<file path="src/rtl/ex_result_sel.sv">
// rtl/ex_result_sel.sv - EX-stage result selector with registered valid/ready output and 2-entry skid buffer
// Optional feature macro: SEL_CHECK_EN (adds out_sel_err flag per result)
module ex_result_sel #(
   parameter int DATA_W  = 32,
   parameter int NUM_SRC = 4,
   parameter int SEL_W   = 2,
   parameter int REG_W   = 5
) (
   input  logic                      clk,
   input  logic                      rst_n,
   input  logic                      flush,
   input  logic                      in_valid,
   output logic                      in_ready,
   input  logic [NUM_SRC*DATA_W-1:0] src_data,
   input  logic [SEL_W-1:0]          sel,
   input  logic [REG_W-1:0]          in_rd,
   output logic                      out_valid,
   input  logic                      out_ready,
   output logic [DATA_W-1:0]         out_data,
`ifdef SEL_CHECK_EN
   output logic                      out_sel_err,
`endif
   output logic [REG_W-1:0]          out_rd
);

   logic [DATA_W-1:0] sel_data;
   logic              accept;
   logic              m_valid, s_valid;
   logic [DATA_W-1:0] m_data, s_data;
   logic [REG_W-1:0]  m_rd, s_rd;
`ifdef SEL_CHECK_EN
   logic              sel_err;
   logic              m_err, s_err;
`endif

   // Out-of-range sel matches no source and falls through to zero.
   always_comb begin
      sel_data = '0;
      for (int i = 0; i < NUM_SRC; i++) begin
         if (sel == SEL_W'(i)) sel_data = src_data[i*DATA_W +: DATA_W];
      end
   end

`ifdef SEL_CHECK_EN
   assign sel_err = ({1'b0, sel} >= (SEL_W+1)'(NUM_SRC));
`endif

   assign accept = in_valid && in_ready;

   always_ff @(posedge clk) begin
      if (!rst_n) begin
         m_valid  <= 1'b0;
         s_valid  <= 1'b0;
         m_data   <= '0;
         s_data   <= '0;
         m_rd     <= '0;
         s_rd     <= '0;
         in_ready <= 1'b1;
`ifdef SEL_CHECK_EN
         m_err    <= 1'b0;
         s_err    <= 1'b0;
`endif
      end else if (flush) begin
         m_valid  <= 1'b0;
         s_valid  <= 1'b0;
         in_ready <= 1'b1;
`ifdef SEL_CHECK_EN
         m_err    <= 1'b0;
         s_err    <= 1'b0;
`endif
      end else if (!m_valid || out_ready) begin
         if (s_valid) begin
            // in_ready was low, so no input can be accepted this cycle.
            m_valid  <= 1'b1;
            m_data   <= s_data;
            m_rd     <= s_rd;
            s_valid  <= 1'b0;
            in_ready <= 1'b1;
`ifdef SEL_CHECK_EN
            m_err    <= s_err;
`endif
         end else begin
            m_valid <= accept;
            if (accept) begin
               m_data <= sel_data;
               m_rd   <= in_rd;
`ifdef SEL_CHECK_EN
               m_err  <= sel_err;
`endif
            end
         end
      end else if (accept) begin
         s_valid  <= 1'b1;
         s_data   <= sel_data;
         s_rd     <= in_rd;
         in_ready <= 1'b0;
`ifdef SEL_CHECK_EN
         s_err    <= sel_err;
`endif
      end
   end

   assign out_valid = m_valid;
   assign out_data  = m_data;
   assign out_rd    = m_rd;
`ifdef SEL_CHECK_EN
   assign out_sel_err = m_err;
`endif

endmodule

</file>
<file path="config.mk">
export PLATFORM = sky130hd
export DESIGN_NAME = ex_result_sel
export DESIGN_NICKNAME = d
export VERILOG_FILES = /design/src/rtl/ex_result_sel.sv
export SDC_FILE = /design/constraint.sdc
export NUM_CORES = 1
export LEC_CHECK = 0
export CORE_MARGIN = 2
export CORE_UTILIZATION = 45
export CTS_CLUSTER_DIAMETER = 80
export CTS_CLUSTER_SIZE = 25
export DETAILED_ROUTE_END_ITERATION = 10
export PLACE_DENSITY = 0.93
export SLEW_MARGIN = 20
export SYNTH_ARGS = -nofsm -noshare
export SYNTH_HDL_FRONTEND = slang
export SYNTH_SLANG_ARGS = --single-unit
</file>
<file path="constraint.sdc">
create_clock -name clk -period 3.8 [get_ports clk]
set_clock_uncertainty 0.05 [all_clocks]
set_input_delay 0.76 -clock clk [delete_from_list [all_inputs] [get_ports clk]]
set_output_delay 0.76 -clock clk [all_outputs]
set_load 0.005 [all_outputs]
</file>
==> key figures, run 1 <==
Final layout
  – Inserted Diodes: 0
  – Post-layout nets: 621
  – Commonest non-fill, non-tap cell in the layout: clkdlybuf4s50_1
  – Share of layout cells above drive strength 1: 11.8%
  – Area Overhead vs Synth: 49.2%
  – Highest-count cells in the layout ignoring fill and taps: clkdlybuf4s50_1, dfxtp_1, mux2i_1, a31oi_1, a211oi_1

Floorplanning
  – Die area: 0.00936 mm2
  – X dimension of the die: 96.8 um
  – Core Region: 0.00826 mm2
  – Die extent in y: 96.8 um
  – Initial cell density of the core: 46.9%
  – Standard-cell rows: 33
  – Io pins: 179

Critical path
  – RR Endpoint: out_data[11]
  – FF-to-FF path depth: 5
  – R2R Path Start: s_valid
  – Critical Path AT: 2.63 ns
  – Reg-to-reg setup timing slack: 1.49 ns
  – CP max FO: 32
  – Critical Path Source: flush
  – Required time of the worst setup path: 4.02 ns
  – Worst setup endpoint: s_data[16]
  – Kind of critical path: primary input to flip-flop
  – Worst setup SP type: primary input
  – Endpoint class of the critical path: flip-flop

Global routing
  – Vias in the first global route: 3,895
  – Total track usage: 24.5%
  – Met1 GRT Util: 26.0%
  – Total grt overflow: 0
  – First-pass GRT wire length: 18,500 um
  – Initial antenna violation count: 0
  – Global routing usage on met2: 45.3%
  – M3 GR Usage: 6.43%
  – Busiest layer in global routing: met2
  – Largest net degree at the start of global routing: 43

Timing
  – Final min period: 2.41 ns
  – Max Slew Vio Count: 0
  – Setup_tns: 0 ns
  – Post-route setup slack: 1.39 ns
  – Period utilization: 63.3%
  – RSZ-0062 raised after global routing: false
  – Final hold violations: 0
  – Fmax achieved: 416 MHz
  – Final setup violation count: 0
  – Worst Tran Pin Value: 0.916 ns
  – Worst slew margin: 38.8%

CTS
  – CTS tree: yes
  – Root buf cell: clkbuf_8
  – CTS Sinks: 77
  – CTS clk-pin slew, worst paths: 0.07 ns
  – CTS resizes: 0
  – Clk_lat worst skew: 0.32 ns
  – Setup bufs post-CTS: 0
  – CTS buffer count: 9
  – Max Buffers Root-to-Sink: 2
  – H-tree levels: 3
  – Cts hold-fix bufs: 0

Synthesis
  – Sequential share of the synthesized area: 39.8%
  – Top cells by area, synth: dfxtp_1, mux4_2, mux2i_1
  – Main synth FF type: dfxtp_1
  – Synthesized net count: 463
  – Area leader, netlist: dfxtp_1
  – Top-area cell type share of the netlist area: 39.8%
  – Yosys warns: 0
  – Ys async rst share: 0%
  – Post-synth EDFFs: 0
  – Synth Instances: 323
  – Yosys cell types: 27
  – Netlist Area Pre-Place: 0.00387 mm2
  – Flops & latches, synth: 77
  – Post-Syn Area per Cell: 12.0 um2

Routing
  – WL/cell: 19.7 um
  – Final wirelength: 11,600 um
  – Vias: 3,573
  – Iteration-0 DRC count of the detailed router: 140
  – First drt pass iteration count: 7
  – Vias per Instance: 6.06
  – DRC viols: 0
  – Post-DRT Antenna Nets: 0

Hold path
  – HP Class: flip-flop to flip-flop

Placement
  – Placer Congestion: 0.747
  – Post-DP HPWL: 8470 um
  – Buffers on Ports: 178
  – Dpl ws: 1.07 ns

Power and ir drop
  – Comb pwr share: 23.6%
  – P_sw: 441 uW
  – Pwr/cell area: 312 mW/mm2
  – Sequential share of power: 47.7%
  – Lkg Pwr: 0.00195 uW
  – Peak VDD IR: 0.143 mV
  – Clock power frac: 28.7%
  – Sw Share: 24.5%
  – Internal Pwr Total: 1360 uW

Status
  – Outcome: finished clean

Run
  – Max Cap Viol: 0
## area by class of cell
type | instances | area, um2
sequential | 77 | 1540
tap | 105 | 131
inverter | 2 | 7.51
fill | 614 | 2480
multi-input combinational | 205 | 2090
clock buffer | 13 | 149
timing repair buffer | 186 | 1850
clock inverter | 2 | 10.0
## sequential cells by signal, indices dropped and copies added (netlist names)
| signal | cells |
|---|---|
| out_data | 32 |
| s_data | 32 |
| s_rd | 5 |
| s_valid | 1 |
| out_valid | 1 |
| out_rd | 5 |
| in_ready | 1 |
## stage by stage
step | util [%] | hold slack (ns) | instances | power [uW] | cell area (um2)
2_1_floorplan | - | 0.399 | 323 | 1070 | 3870
3_3_place_gp | 68.0 | 0.411 | 575 | 1290 | 5620
3_5_place_dp | 68.0 | 0.417 | 575 | 1310 | 5620
4_1_cts | 70.0 | 0.435 | 590 | 1810 | 5780
5_1_grt | 70.0 | 0.459 | 590 | 1870 | 5780
6_report | 70.0 | 0.431 | 590 | 1800 | 5780
## metal layers
metal / vias up / share of wire (%)
met2: 180 / 54
met3: 30 / 7.3
met4: 0 / 2.6
met1: 1732 / 36
li1: 1631 / -
met5: - / 0
## power groups by stage
stage,registers [uW],logic [uW],clock network [uW]
after floorplan,876,190,0
after global placement,875,411,0
after detailed placement,877,428,0
after CTS,859,429,524
after global routing,862,458,553
final,859,426,518
## Yosys cell counts (3+ instances only)
master,count
a211oi_1,37
a21o_1,3
a21oi_1,6
a22o_1,32
a31oi_1,37
buf_12,3
buf_2,14
buf_4,7
clkbuf_1,13
dfxtp_1,77
mux2i_1,37
mux4_2,30
nand3_1,5
o21ai_0,5
## critical path, cell delays in order
cell and delay [ns]:
clkdlybuf4s50_1 0.64, clkinv_1 0.19, a21oi_4 0.76, a22o_1 0.27
## kinds of logic after synthesis
group / synth area share, %
mux: 28.4
buf+inv: 6.59
flops: 39.8
simple gates: 2.36
compound gates: 22.9
## worst min-delay path by stage
| stage | end | slack [ns] | depth (start not counted) | startpoint |
|---|---|---|---|---|
| after floorplan | s_data[10] | 0.40 | 1 | s_data[10] |
| after global placement | s_data[26] | 0.41 | 1 | s_data[26] |
| after detailed placement | s_data[8] | 0.42 | 1 | s_data[8] |
| after CTS | s_data[0] | 0.43 | 1 | s_data[0] |
| after global routing | s_data[27] | 0.46 | 1 | s_data[27] |
| final | s_data[0] | 0.43 | 1 | s_data[0] |
Power figures use the tool's default switching activity.
==> inputs of run 2 (changes only) <==
--- a/config.mk
+++ b/config.mk
@@ -6,11 +6,11 @@
 export NUM_CORES = 1
 export LEC_CHECK = 0
 export CORE_MARGIN = 2
-export CORE_UTILIZATION = 45
+export CORE_UTILIZATION = 38
 export CTS_CLUSTER_DIAMETER = 80
 export CTS_CLUSTER_SIZE = 25
 export DETAILED_ROUTE_END_ITERATION = 10
-export PLACE_DENSITY = 0.93
+export PLACE_DENSITY = 0.85
 export SLEW_MARGIN = 20
 export SYNTH_ARGS = -nofsm -noshare
 export SYNTH_HDL_FRONTEND = slang
==> constraint.sdc (replaced) <==
create_clock -name clk -period 2.16 [get_ports clk]
set_clock_uncertainty 0.05 [all_clocks]
set_input_delay 0.432 -clock clk [delete_from_list [all_inputs] [get_ports clk]]
set_output_delay 0.432 -clock clk [all_outputs]
set_load 0.005 [all_outputs]
==> run 2 against run 1 <==
- first-iteration DRC count rose by 27%
- combinational power up 81%
- register-to-register slack worse by 1.1 ns
- final area grew 3.2%
- clock-buffer cell count down 4
- routed wire length rose by 0.91%
- die area rose by 18%
- via count rose by 0.90%
- flip-flop and latch count stayed put
- highest routed layer unchanged
==> key figures, run 2 (synthesis gave the netlist of run 1 again) <==
Final layout
  – Final cell count without fillers: 622
  – Final instance area: 0.00596 mm2
  – Share of layout cells above drive strength 1: 13.3%
  – Post-layout nets: 626
  – Fill cell count: 814
  – Multi-input gate area: 0.00209 mm2
  – Highest-count cells in the layout ignoring fill and taps: clkdlybuf4s50_1, dfxtp_1, mux2i_1, a31oi_1, a211oi_1
  – Commonest non-fill, non-tap cell in the layout: clkdlybuf4s50_1
  – Sequential cell area: 0.00154 mm2
  – Inserted Diodes: 0
  – Area Overhead vs Synth: 54.0%

Routing
  – Vias: 3,605
  – Vias per Instance: 5.80
  – WL/cell: 18.9 um
  – DRC viols: 0
  – First drt pass iteration count: 4
  – Iteration-0 DRC count of the detailed router: 178
  – Final wirelength: 11,700 um
  – Post-DRT Antenna Nets: 0

Power and ir drop
  – Overall power: 3420 uW
  – Peak VDD IR: 0.282 mV
  – Lkg Pwr: 0.00202 uW
  – Pwr/cell area: 574 mW/mm2

Global routing
  – M3 GR Usage: 7.30%
  – Global routing usage on met2: 37.7%
  – Busiest layer in global routing: met2
  – First-pass GRT wire length: 18,700 um
  – Met1 GRT Util: 23.4%
  – Initial antenna violation count: 0
  – Total track usage: 21.4%
  – Total grt overflow: 0
  – Vias in the first global route: 3,778
  – Largest net degree at the start of global routing: 43

CTS
  – CTS clk-pin slew, worst paths: 0.07 ns
  – CTS buffer count: 9
  – H-tree levels: 3
  – Cts hold-fix bufs: 0
  – CTS resizes: 0
  – Clk_lat worst skew: 0.33 ns
  – Setup bufs post-CTS: 0
  – CTS Sinks: 77
  – CTS tree: yes
  – Root buf cell: clkbuf_8
  – Max Buffers Root-to-Sink: 2

Floorplanning
  – Standard-cell rows: 36
  – Io pins: 179
  – Die extent in y: 105 um
  – Initial cell density of the core: 39.4%
  – Die area: 0.0110 mm2
  – X dimension of the die: 105 um
  – Core Region: 0.00982 mm2

Critical path
  – Kind of critical path: primary input to flip-flop
  – Required time of the worst setup path: 2.38 ns
  – Reg-to-reg setup timing slack: 0.41 ns
  – Critical Path AT: 2.21 ns
  – Worst setup SP type: primary input
  – CP max FO: 32
  – Endpoint class of the critical path: flip-flop

Timing
  – Setup_tns: 0 ns
  – Fmax achieved: 504 MHz
  – Hold Slack: 0.432 ns
  – Max Slew Vio Count: 0
  – Final setup violation count: 0
  – Final min period: 1.99 ns
  – Final hold violations: 0
  – Period utilization: 91.9%
  – RSZ-0062 raised after global routing: false
  – Worst slew margin: 40.4%
  – Worst Tran Pin Value: 0.892 ns

Placement
  – DP Area: 0.00576 mm2
  – Placer Congestion: 0.722
  – Post-Place Cells: 608
  – Post-DP HPWL: 8450 um
  – Buffers on Ports: 178

Run
  – Max Cap Viol: 0

Hold path
  – HP Class: flip-flop to flip-flop

Status
  – Outcome: finished clean
run 2: through the flow:
step | setup slack [ns] | util, %
2_1_floorplan | 0.580 | -
3_3_place_gp | -0.0675 | 58.7
3_5_place_dp | -0.166 | 58.7
4_1_cts | 0.191 | 60.7
5_1_grt | 0.121 | 60.7
6_report | 0.175 | 60.7
run 2: final cells by class:
class / count / area share (%)
tap: 133 / 2.79
sequential: 77 / 25.9
timing repair buffer: 191 / 32.8
inverter: 2 / 0.126
clock buffer: 9 / 2.08
multi-input combinational: 205 / 35.0
clock inverter: 5 / 1.30
run 2: critical path: stages:
cell and delay (ns):
clkdlybuf4s50_1 0.52, and4b_1 0.26, a21oi_4 0.72, a22o_1 0.27
run 2: worst paths after layout:
| kind | to | depth (start not counted) | from |
|---|---|---|---|
| worst max-delay path | s_data[5] | 4 | out_ready |
| worst min-delay path | s_data[30] | 1 | s_data[30] |
| worst max register to register | s_data[5] | 3 | in_ready |
| worst min register to register | s_data[30] | 1 | s_data[30] |
run 2: routing by layer:
| layer | vias up | wire, um | part of all wire [%] |
|---|---|---|---|
| li1 | 1650 | - | - |
| met1 | 1775 | 4380 | 37 |
| met2 | 155 | 6150 | 52 |
| met3 | 25 | 928 | 7.9 |
| met4 | 0 | 262 | 2.2 |
| met5 | - | 0 | 0 |
run 2: power breakdown:
| part | total, uW | internal, uW | switching [uW] |
|---|---|---|---|
| registers | 1510 | 1480 | 32.3 |
| clock network | 1140 | 634 | 509 |
| logic | 770 | 495 | 275 |
==> inputs of run 3 (changes only) <==
--- a/config.mk
+++ b/config.mk
@@ -11,6 +11,7 @@
 export CTS_CLUSTER_SIZE = 25
 export DETAILED_ROUTE_END_ITERATION = 10
 export PLACE_DENSITY = 0.85
+export RECOVER_POWER = 25
 export SLEW_MARGIN = 20
 export SYNTH_ARGS = -nofsm -noshare
 export SYNTH_HDL_FRONTEND = slang
==> run 3 against run 2 <==
- sequential power about the same
- sequential share of layout area about the same
- combinational power about the same
- via count down 0.19%
- hold slack about the same
- critical path depth unchanged
- global-route usage unchanged
- register-to-register slack about the same
- first-iteration DRC count unchanged
- critical endpoint is now s_data[17]
==> key figures, run 3 (synthesis gave the netlist of run 1 again) <==
Timing
  – Hold Slack: 0.432 ns
  – Max Slew Vio Count: 0
  – RSZ-0062 raised after global routing: false
  – Fmax achieved: 497 MHz
  – Final hold violations: 0
  – Worst slew margin: 40.5%
  – Worst Tran Pin Value: 0.890 ns
  – Final setup violation count: 0
  – Period utilization: 93.1%
  – Final min period: 2.01 ns

Status
  – Outcome: finished clean

Routing
  – Metal1 wirelength: 4370 um
  – WL/cell: 18.8 um
  – WL met3: 930 um
  – Final wirelength: 11,700 um
  – Vias: 3,598
  – Top sig layer: met4
  – DRC viols: 0
  – Vias per Instance: 5.78
  – Met2 wire length: 6140 um
  – First drt pass iteration count: 4
  – Iteration-0 DRC count of the detailed router: 178
  – Post-DRT Antenna Nets: 0

Placement
  – Buffers on Ports: 178
  – Placer Congestion: 0.722
  – Post-DP HPWL: 8450 um
  – Post-Place Cells: 608

Critical path
  – Reg-to-reg setup timing slack: 0.41 ns
  – CP cell instances: dlygate4sd3_1 -> and4b_1 -> a21oi_4 -> a22o_1
  – Buf/Inv on CP: 1
  – Critical Path AT: 2.23 ns
  – Worst setup SP type: primary input
  – Slowest CP cell: a21oi_4
  – Required time of the worst setup path: 2.38 ns
  – CP top delay family: compound AO/OA/AOI/OAI gates
  – CP max FO: 32
  – Kind of critical path: primary input to flip-flop
  – Crit-path max cell delay: 0.72 ns
  – Endpoint class of the critical path: flip-flop

Final layout
  – Fin util: 60.7%
  – Commonest non-fill, non-tap cell in the layout: clkdlybuf4s50_1
  – Highest-count cells in the layout ignoring fill and taps: clkdlybuf4s50_1, dfxtp_1, mux2i_1, a31oi_1, a211oi_1
  – Final cell count without fillers: 622
  – Area Overhead vs Synth: 53.9%
  – Share of layout cells above drive strength 1: 13.1%
  – Post-layout nets: 626
  – Inserted Diodes: 0

Global routing
  – Largest net degree at the start of global routing: 43
  – Vias in the first global route: 3,778
  – Initial antenna violation count: 0
  – Total grt overflow: 0
  – Total track usage: 21.4%
  – First-pass GRT wire length: 18,700 um

Floorplanning
  – X dimension of the die: 105 um
  – Core Region: 0.00982 mm2
  – Die area: 0.0110 mm2
  – Initial cell density of the core: 39.4%
  – Die extent in y: 105 um
  – Standard-cell rows: 36
  – Io pins: 179

Run
  – Max Cap Viol: 0

CTS
  – CTS Sinks: 77
  – Clk_lat worst skew: 0.33 ns
  – Max Buffers Root-to-Sink: 2
  – CTS clk-pin slew, worst paths: 0.07 ns
  – Root buf cell: clkbuf_8
  – Setup bufs post-CTS: 0
  – CTS buffer count: 9
  – H-tree levels: 3
  – CTS tree: yes
  – Cts hold-fix bufs: 0
  – CTS resizes: 0

Power and ir drop
  – Peak VDD IR: 0.282 mV
  – Clock power frac: 33.4%
  – Comb pwr share: 22.5%
  – Sw Share: 23.8%
  – Overall power: 3420 uW
  – Sequential share of power: 44.1%
  – P_sw: 815 uW
  – Pwr/cell area: 574 mW/mm2
  – Lkg Pwr: 0.00201 uW
  – Internal Pwr Total: 2600 uW

Hold path
  – HP Class: flip-flop to flip-flop
-- run 3: changes by cell type in the layout (fill, tap and decap cells not counted) --
| cell | previous run | this run |
|---|---|---|
| dlygate4sd3_1 | 0 | 1 |
| buf_4 | 6 | 5 |
| clkbuf_1 | 0 | 1 |
| clkdlybuf4s50_1 | 176 | 175 |
-- run 3: cell type report --
| cell class | instances | area (um2) |
|---|---|---|
| well taps | 133 | 166 |
| clock inverters | 5 | 77.6 |
| flip-flops and latches | 77 | 1540 |
| multi-input cells | 205 | 2090 |
| clock buffers | 9 | 124 |
| repair buffers | 191 | 1950 |
| fillers | 816 | 3860 |
| inverters | 2 | 7.51 |
-- run 3: routing by layer --
| layer | track usage, % | vias up |
|---|---|---|
| met2 | 37.7 | 151 |
| li1 | - | 1652 |
| met4 | 9.24 | 0 |
| met1 | 23.4 | 1772 |
| met3 | 7.30 | 23 |
| met5 | 0 | - |
-- run 3: final timing paths --
kind              start          to  cells past startpoint
min reg2reg  s_data[30]  s_data[30]                      1
max reg2reg    in_ready  s_data[17]                      3
min          s_data[30]  s_data[30]                      1
max            in_valid  s_data[17]                      4
-- run 3: power groups by stage --
stage	clock network [uW]	logic [uW]	registers, uW
finish	1140	768	1510
global route	1220	821	1520
CTS	1160	775	1510
detailed placement	0	772	1540
global placement	0	746	1540
floorplan	0	334	1540
-- run 3: stage by stage --
step	TNS (ns)	instance area (um2)	setup slack (ns)
floorplan	0	3870	0.580
global placement	-2.14	5760	-0.0675
detailed placement	-4.68	5760	-0.166
CTS	0	5960	0.191
global route	0	5960	0.101
finish	0	5960	0.148
